### src/rtl/pwm_pulse_detect.sv
// pwm_pulse_detect
//   Multi-channel PWM pulse-width detector. For every channel the PWM input is
//   synchronized, optionally filtered, edge-detected, and the high and low
//   phase lengths are measured in sysclk cycles. The most recent completed
//   phase lengths are held for GPIO readback.
//
// Optional build macro:
//   PWD_FILTER_EN - inserts a per-channel stability filter (FILT_CYC cycles)
//                   between the synchronizer and the edge detector.
//
// Ports:
//   sysclk      system clock
//   sysreset_n  synchronous active-low reset
//   pwm_in      asynchronous PWM inputs, one bit per channel
//   chan_en     per-channel enable; 0 holds the channel idle
//   valid_clr   per-channel single-cycle pulse clearing valid
//   high_cnt    captured high time, channel i at [i*CNT_W +: CNT_W]
//   low_cnt     captured low time, packed the same way
//   valid       sticky flag: a complete period was captured since last clear
//   stuck_hi    high counter saturated (input held high)
//   stuck_lo    low counter saturated (input held low)

module pwm_pulse_detect #(
  parameter int NCH      = 2,
  parameter int CNT_W    = 24,
  parameter int FILT_CYC = 4
) (
  input  logic                 sysclk,
  input  logic                 sysreset_n,
  input  logic [NCH-1:0]       pwm_in,
  input  logic [NCH-1:0]       chan_en,
  input  logic [NCH-1:0]       valid_clr,
  output logic [NCH*CNT_W-1:0] high_cnt,
  output logic [NCH*CNT_W-1:0] low_cnt,
  output logic [NCH-1:0]       valid,
  output logic [NCH-1:0]       stuck_hi,
  output logic [NCH-1:0]       stuck_lo
);

  localparam logic [CNT_W-1:0] CNT_MAX = '1;
  localparam logic [CNT_W-1:0] CNT_ONE = CNT_W'(1);

`ifndef PWD_FILTER_EN
  // FILT_CYC only matters when the filter is built; this empty block keeps
  // the parameter referenced in the unfiltered build.
  if (FILT_CYC < 0) begin : g_filt_unused
  end
`endif

  genvar gi;
  for (gi = 0; gi < NCH; gi++) begin : g_ch
    logic             meta_reg;
    logic             sync_reg;
    logic             lvl;        // level seen by the edge detector
    logic             lvl_q_reg;
    logic             rise;
    logic             fall;
    logic [CNT_W-1:0] hc_reg;
    logic [CNT_W-1:0] lc_reg;
    logic [CNT_W-1:0] hc_next;
    logic [CNT_W-1:0] lc_next;
    logic [CNT_W-1:0] high_reg;
    logic [CNT_W-1:0] low_reg;
    logic             seen_hi_reg;
    logic             seen_lo_reg;
    logic             valid_reg;
    logic             stuck_hi_reg;
    logic             stuck_lo_reg;

    // Two-flop synchronizer for the asynchronous pin.
    always_ff @(posedge sysclk) begin
      if (!sysreset_n) begin
        meta_reg <= 1'b0;
        sync_reg <= 1'b0;
      end else begin
        meta_reg <= pwm_in[gi];
        sync_reg <= meta_reg;
      end
    end

`ifdef PWD_FILTER_EN
    localparam int FW = $clog2(FILT_CYC + 1);
    logic          filt_reg;
    logic [FW-1:0] run_reg;

    // run_reg counts consecutive cycles the synchronized input has differed
    // from the filtered level; the level flips on the FILT_CYC-th such cycle,
    // so shorter pulses never reach the edge detector.
    always_ff @(posedge sysclk) begin
      if (!sysreset_n) begin
        filt_reg <= 1'b0;
        run_reg  <= '0;
      end else if (sync_reg == filt_reg) begin
        run_reg <= '0;
      end else if (run_reg == FW'(FILT_CYC - 1)) begin
        filt_reg <= sync_reg;
        run_reg  <= '0;
      end else begin
        run_reg <= run_reg + 1'b1;
      end
    end

    assign lvl = filt_reg;
`else
    assign lvl = sync_reg;
`endif

    assign rise = lvl & ~lvl_q_reg;
    assign fall = ~lvl & lvl_q_reg;

    // Saturating phase counters; each restarts at 1 on the edge opening its phase.
    assign hc_next = rise ? CNT_ONE :
                     (lvl ? ((hc_reg == CNT_MAX) ? CNT_MAX : hc_reg + 1'b1) : hc_reg);
    assign lc_next = fall ? CNT_ONE :
                     (!lvl ? ((lc_reg == CNT_MAX) ? CNT_MAX : lc_reg + 1'b1) : lc_reg);

    always_ff @(posedge sysclk) begin
      if (!sysreset_n) begin
        lvl_q_reg    <= 1'b0;
        hc_reg       <= '0;
        lc_reg       <= '0;
        high_reg     <= '0;
        low_reg      <= '0;
        seen_hi_reg  <= 1'b0;
        seen_lo_reg  <= 1'b0;
        valid_reg    <= 1'b0;
        stuck_hi_reg <= 1'b0;
        stuck_lo_reg <= 1'b0;
      end else begin
        // Edge history keeps tracking while disabled so re-enable does not
        // manufacture an edge.
        lvl_q_reg <= lvl;
        if (!chan_en[gi]) begin
          hc_reg       <= '0;
          lc_reg       <= '0;
          seen_hi_reg  <= 1'b0;
          seen_lo_reg  <= 1'b0;
          valid_reg    <= 1'b0;
          stuck_hi_reg <= 1'b0;
          stuck_lo_reg <= 1'b0;
        end else begin
          hc_reg <= hc_next;
          lc_reg <= lc_next;

          // A zero counter at capture means no cycle of that phase was
          // observed (edge right after reset/enable), so it does not count
          // as a seen phase.
          if (fall) begin
            high_reg <= hc_reg;
            if (hc_reg != '0) seen_hi_reg <= 1'b1;
          end
          if (rise) begin
            low_reg <= lc_reg;
            if (lc_reg != '0) seen_lo_reg <= 1'b1;
          end

          // Flags sampled before this capture: the first captured phase of
          // each polarity may be partial and is never reported as valid.
          if ((rise || fall) && seen_hi_reg && seen_lo_reg)
            valid_reg <= 1'b1;
          else if (valid_clr[gi])
            valid_reg <= 1'b0;

          if (fall)
            stuck_hi_reg <= 1'b0;
          else if (lvl && (hc_next == CNT_MAX))
            stuck_hi_reg <= 1'b1;

          if (rise)
            stuck_lo_reg <= 1'b0;
          else if (!lvl && (lc_next == CNT_MAX))
            stuck_lo_reg <= 1'b1;
        end
      end
    end

    assign high_cnt[gi*CNT_W +: CNT_W] = high_reg;
    assign low_cnt[gi*CNT_W +: CNT_W]  = low_reg;
    assign valid[gi]    = valid_reg;
    assign stuck_hi[gi] = stuck_hi_reg;
    assign stuck_lo[gi] = stuck_lo_reg;
  end

endmodule
### config.mk
export PLATFORM = sky130hd
export DESIGN_NAME = pwm_pulse_detect
export DESIGN_NICKNAME = d
export VERILOG_FILES = /design/src/rtl/pwm_pulse_detect.sv
export SDC_FILE = /design/constraint.sdc
export NUM_CORES = 1
export LEC_CHECK = 0
export ABC_CLOCK_PERIOD_IN_PS = 3200
export CAP_MARGIN = 20
export CORE_ASPECT_RATIO = 1.25
export CORE_UTILIZATION = 57
export CTS_CLUSTER_SIZE = 14
export DETAILED_ROUTE_END_ITERATION = 10
export GPL_TIMING_DRIVEN = 0
export PLACE_DENSITY = 0.8
export SLEW_MARGIN = 25
export SYNTH_ARGS = -nofsm -noshare
export SYNTH_HDL_FRONTEND = slang
export SYNTH_SLANG_ARGS = --single-unit
### constraint.sdc
create_clock -name sysclk -period 3.2 [get_ports sysclk]
set_clock_uncertainty 0.1 [all_clocks]
set_input_delay 0.96 -clock sysclk [delete_from_list [all_inputs] [get_ports sysclk]]
set_output_delay 0.96 -clock sysclk [all_outputs]
set_load 0.02 [all_outputs]
After elaboration in Yosys (flattened, before gate mapping)

Index checks and enable logic that the tools add are counted.

Bits of input ports: 8
Bits in registers: 208
Output and inout port bits: 102
Logic and storage cells: 95

Bitwise gates (word level): 11
Eq/ne operators: 8
Reductions and logical operators: 32
Add/sub/neg operators: 4
Mux-type cells: 16

Operators by type and width:

| operator                                       | count |
|---|---|
| 2-to-1 mux 24 bit                              | 12 |
| equality test 24 bit (second input constant)   | 8 |
| adder 24 x 1 -> 24 bit (second input constant) | 4 |
| nonzero test 24 bit                            | 4 |
| AND reduction 2 bit                            | 10 |
| OR reduction 3 bit                             | 4 |
| logical AND 1 bit                              | 8 |
| NOT 1 bit                                      | 7 |
| AND 1 bit                                      | 4 |
| 2-to-1 mux 1 bit                               | 4 |
| nonzero test 2 bit                             | 2 |
| zero test 1 bit                                | 2 |
| logical OR 1 bit                               | 2 |

Longest topological paths before layout

Word-level depth: 6
Mapped depth: 10
Mapped depth without buffers: 8

Worst setup path before layout

Ideal clock, no wire load.

Path type: register to register
Start: register g_ch[1].lc_reg[1]
End: register g_ch[1].stuck_lo_reg
Setup slack: 427 ps
Data arrival time: 2604 ps
Path buffers: 1
Data required time: 3030 ps
Cell stages (with the launch flop): 10
Period minus slack after synthesis: 2773 ps
Library setup time: 70 ps
Cell sequence: dfxtp_1 > ha_1 > buf_4 > nand3b_1 > or4_1 > a21oi_1 > a31oi_1 > or4_1 > or4_1 > a21oi_1

Word-level cells in the longest chain between the ends: 6
Elaborated cells between the ends (all ways): 7
Those cells by class: 1 x add/sub; 2 x eq/ne; 3 x mux; 1 x reduce/logical

Ends and longest elaborated chain:

| element                                                               | line | RTL |
|---|---|---|
| from (decl)                                                           | 59   | `logic [CNT_W-1:0] lc_reg;` |
| from (signal assigned)                                                | 143  | `lc_reg <= lc_next;` |
| adder 24 x 1 -> 24 bit / equality test 24 bit (equally long branches) | 115  | `(!lvl ? ((lc_reg == CNT_MAX) ? CNT_MAX : lc_reg + 1'b1) : lc_reg);` |
| 2-to-1 mux 24 bit                                                     | 115  |  |
| 2-to-1 mux 24 bit (*)                                                 | 115  |  |
| 2-to-1 mux 24 bit (*)                                                 | 114  | `assign lc_next = fall ? CNT_ONE :` |
| equality test 24 bit (*)                                              | 171  | `else if (!lvl && (lc_next == CNT_MAX))` |
| logical AND 1 bit (*)                                                 | 171  |  |
| to (signal assigned)                                                  | 128  | `stuck_lo_reg <= 1'b0;` |
| to (signal assigned)                                                  | 170  | `stuck_lo_reg <= 1'b0;` |
| to (signal assigned)                                                  | 172  | `stuck_lo_reg <= 1'b1;` |
| to (decl)                                                             | 68   | `logic stuck_lo_reg;` |

Every way passes the cells marked *; elsewhere a longest branch is shown, timed or not.
A chain may end at the register's enable or synchronous reset.

Worst setup path after layout

Same ends and word-level chain as after synthesis.

==> impl_metrics.toml <==
[final_layout]
drive_above_1_share_pct = 4.54
fin_util_pct = 69.8
nets = 1421
final_common_cell = "nand2_1"
fin_area_sq_um = 12200
num-fill-cells = 1478
areaGrowthSynthToFinish_pct = 20.2
diodes = 0
layout_common_cells = "nand2_1, dfxtp_1, clkdlybuf4s50_1"

[die]
die_area_sq_um = 18300
ios = 110
core_area_sq_um = 17400
die_y_um = 151
die_x_um = 121
placementRows = 54
start_util_pct = 58.0

[synth]
netlist_instances = 1266
synth_top_area_share_pct = 41.2
synth_area_per_cell_sq_um = 7.99
yosysWarnings = 0
async_reset_ff_share_pct = 0
synth_ff_type = "dfxtp_1"
synth_top_area_cell = "dfxtp_1"
synthesis.nets = 1286
synth_area_leaders = "dfxtp_1, nand2_1, a21boi_0"
synth_edf_count = 0
syn_area_sq_um = 10100
yosysSeqAreaShare_pct = 41.2
synth_cell_types = 61
ys_ff_latch = 208

[route]
drtAntennaViolNets = 0
vias = 9385
dr.pass1.iters = 5
wl_per_cell_um = 15.8
drcViolationCount = 0
totalWireLength_um = 25800
vias_per_cell = 5.75
first_iter_violations = 751

[min_path]
hp-class = "reg -> reg"

[sta]
setup-tns-final_ns = 0
relSlewSlack_pct = 38.5
hold_viol_final = 0
tightest_slew_ns = 0.914
timing.fmax_mhz = 330
period_minus_slack_ns = 3.03
rsz0062_at_grt = "no"
slew_violations = 0
finalSetupViolCount = 0
timing.final.crit_share_pct = 94.7

[worst_setup_path]
critPathKind = "reg -> reg"
crit_required_ns = 3.53
arrival_ns = 3.36
cp-start-kind = "flip-flop"
cp_max_fo = 10
critical_path.endpoint_type = "flip-flop"

[placement]
placement.cell_area_sq_um = 11500
numPortBuffers = 109
gp_congestion = 0.936
hpwl_um = 18600

[cts]
path_clk_slew_ns = 0.06
cts_tree = "done"
cts-root-buf = "clkbuf_16"
htree_levels = 1
cts-buffers-inserted = 21
clockBufferDepth = 3
numClockSinks = 208
clock_latency_ns = 0.50

[global_route]
gr-total-overflow = 0
grt_max_degree = 14
grt_use_total_pct = 28.0
antenna_found_initial = 0
grt_pass1_vias = 8620
grt_pass1_wl_um = 41800

[outcome]
status = "complete, no violations"

[pwr]
powerDensity_nw_per_um2 = 416
power.total_mw = 5.06
p_leak_nw = 3.78
peakVddDrop_v = 0.000406

[flow_run]
max_cap_viol_count = 0
==> cell type report <==
cell class | instances | area, sq um | share of cell area [%]
Multi-Input combinational cell | 917 | 5380 | 44.3
Sequential cell | 208 | 4160 | 34.2
Timing Repair Buffer | 112 | 1110 | 9.16
Clock buffer | 28 | 572 | 4.70
Buffer | 109 | 487 | 4.00
Tap cell | 224 | 280 | 2.30
Inverter | 32 | 120 | 0.988
Clock inverter | 3 | 43.8 | 0.360
==> layer usage <==
layer | routed length [um] | part of all wire [%] | track usage, % | up-vias
met3 | 1210 | 4.7 | 3.61 | 46
li1 | - | - | - | 4665
met1 | 11300 | 44 | 35.4 | 4409
met5 | 0 | 0 | 0 | -
met2 | 12800 | 49 | 48.7 | 265
met4 | 600 | 2.3 | 9.88 | 0
==> critical path, stage by stage, from the launching register on <==
cell and delay (ns):
dfxtp_1 0.49, ha_1 0.21, buf_4 0.16, nand3b_1 0.14, or4_1 0.48, a21oi_1 0.15, a31oi_1 0.05, or4_1 0.54
or4_1 0.50, a21oi_1 0.13
==> cell usage after synthesis, drive strengths merged (11+ instances only) <==
cell type and instances:
buf 20, ha 12, nor3 31, dfxtp 208
xnor2 33, clkbuf 89, and2 14, nand3 51
and4 15, nand4b 11, o21ai 15, inv 32
nand4 26, nand2 262, nor2 53, nor4 33
a21oi 105, a21boi 97, xor2 43
==> report_power, final <==
part           internal, mW  switching (mW)  total [mW]
Sequential             2.60         0.00878        2.61
Clock                  1.32           0.972        2.29
Combinational        0.0568           0.103       0.160
==> final timing paths <==
check / slack (ns) / depth (start not counted) / from / end
setup / recovery: 0.17 / 9 / g_ch[1].lc_reg[1] / g_ch[1].stuck_lo_reg
hold / removal: 0.34 / 1 / g_ch[1].meta_reg / g_ch[1].lvl
setup reg to reg: 0.17 / 9 / g_ch[1].lc_reg[1] / g_ch[1].stuck_lo_reg
hold reg to reg: 0.34 / 1 / g_ch[1].meta_reg / g_ch[1].lvl
==> per-stage QoR <==
| stage | hold WS, ns | std cells | setup slack (ns) |
|---|---|---|---|
| detailed placement | 0.332 | 1599 | -0.0617 |
| finish | 0.339 | 1633 | 0.170 |
| floorplan | 0.312 | 1266 | 0.427 |
| global placement | 0.315 | 1599 | -0.0833 |
| CTS | 0.339 | 1631 | 0.192 |
| global route | 0.350 | 1633 | 0.0298 |
==> what timing repair did <==
| item | CTS | global route |
|---|---|---|
| pin swaps | 1 | 1 |
| setup endpoints to repair | 2 | 2 |
| resized for setup | 1 | 3 |
| hold buffers | 0 | 0 |
| setup buffers | 1 | 2 |
==> cell families after synthesis <==
group | Yosys count | synth area share [%]
simple gates | 557 | 27.3
compound gates | 266 | 16.9
flops | 208 | 41.2
buf+inv | 141 | 6.00
xor+xnor | 76 | 6.58
fa+ha+maj | 12 | 1.48
mux | 6 | 0.594
Power figures use the tool's default switching activity.
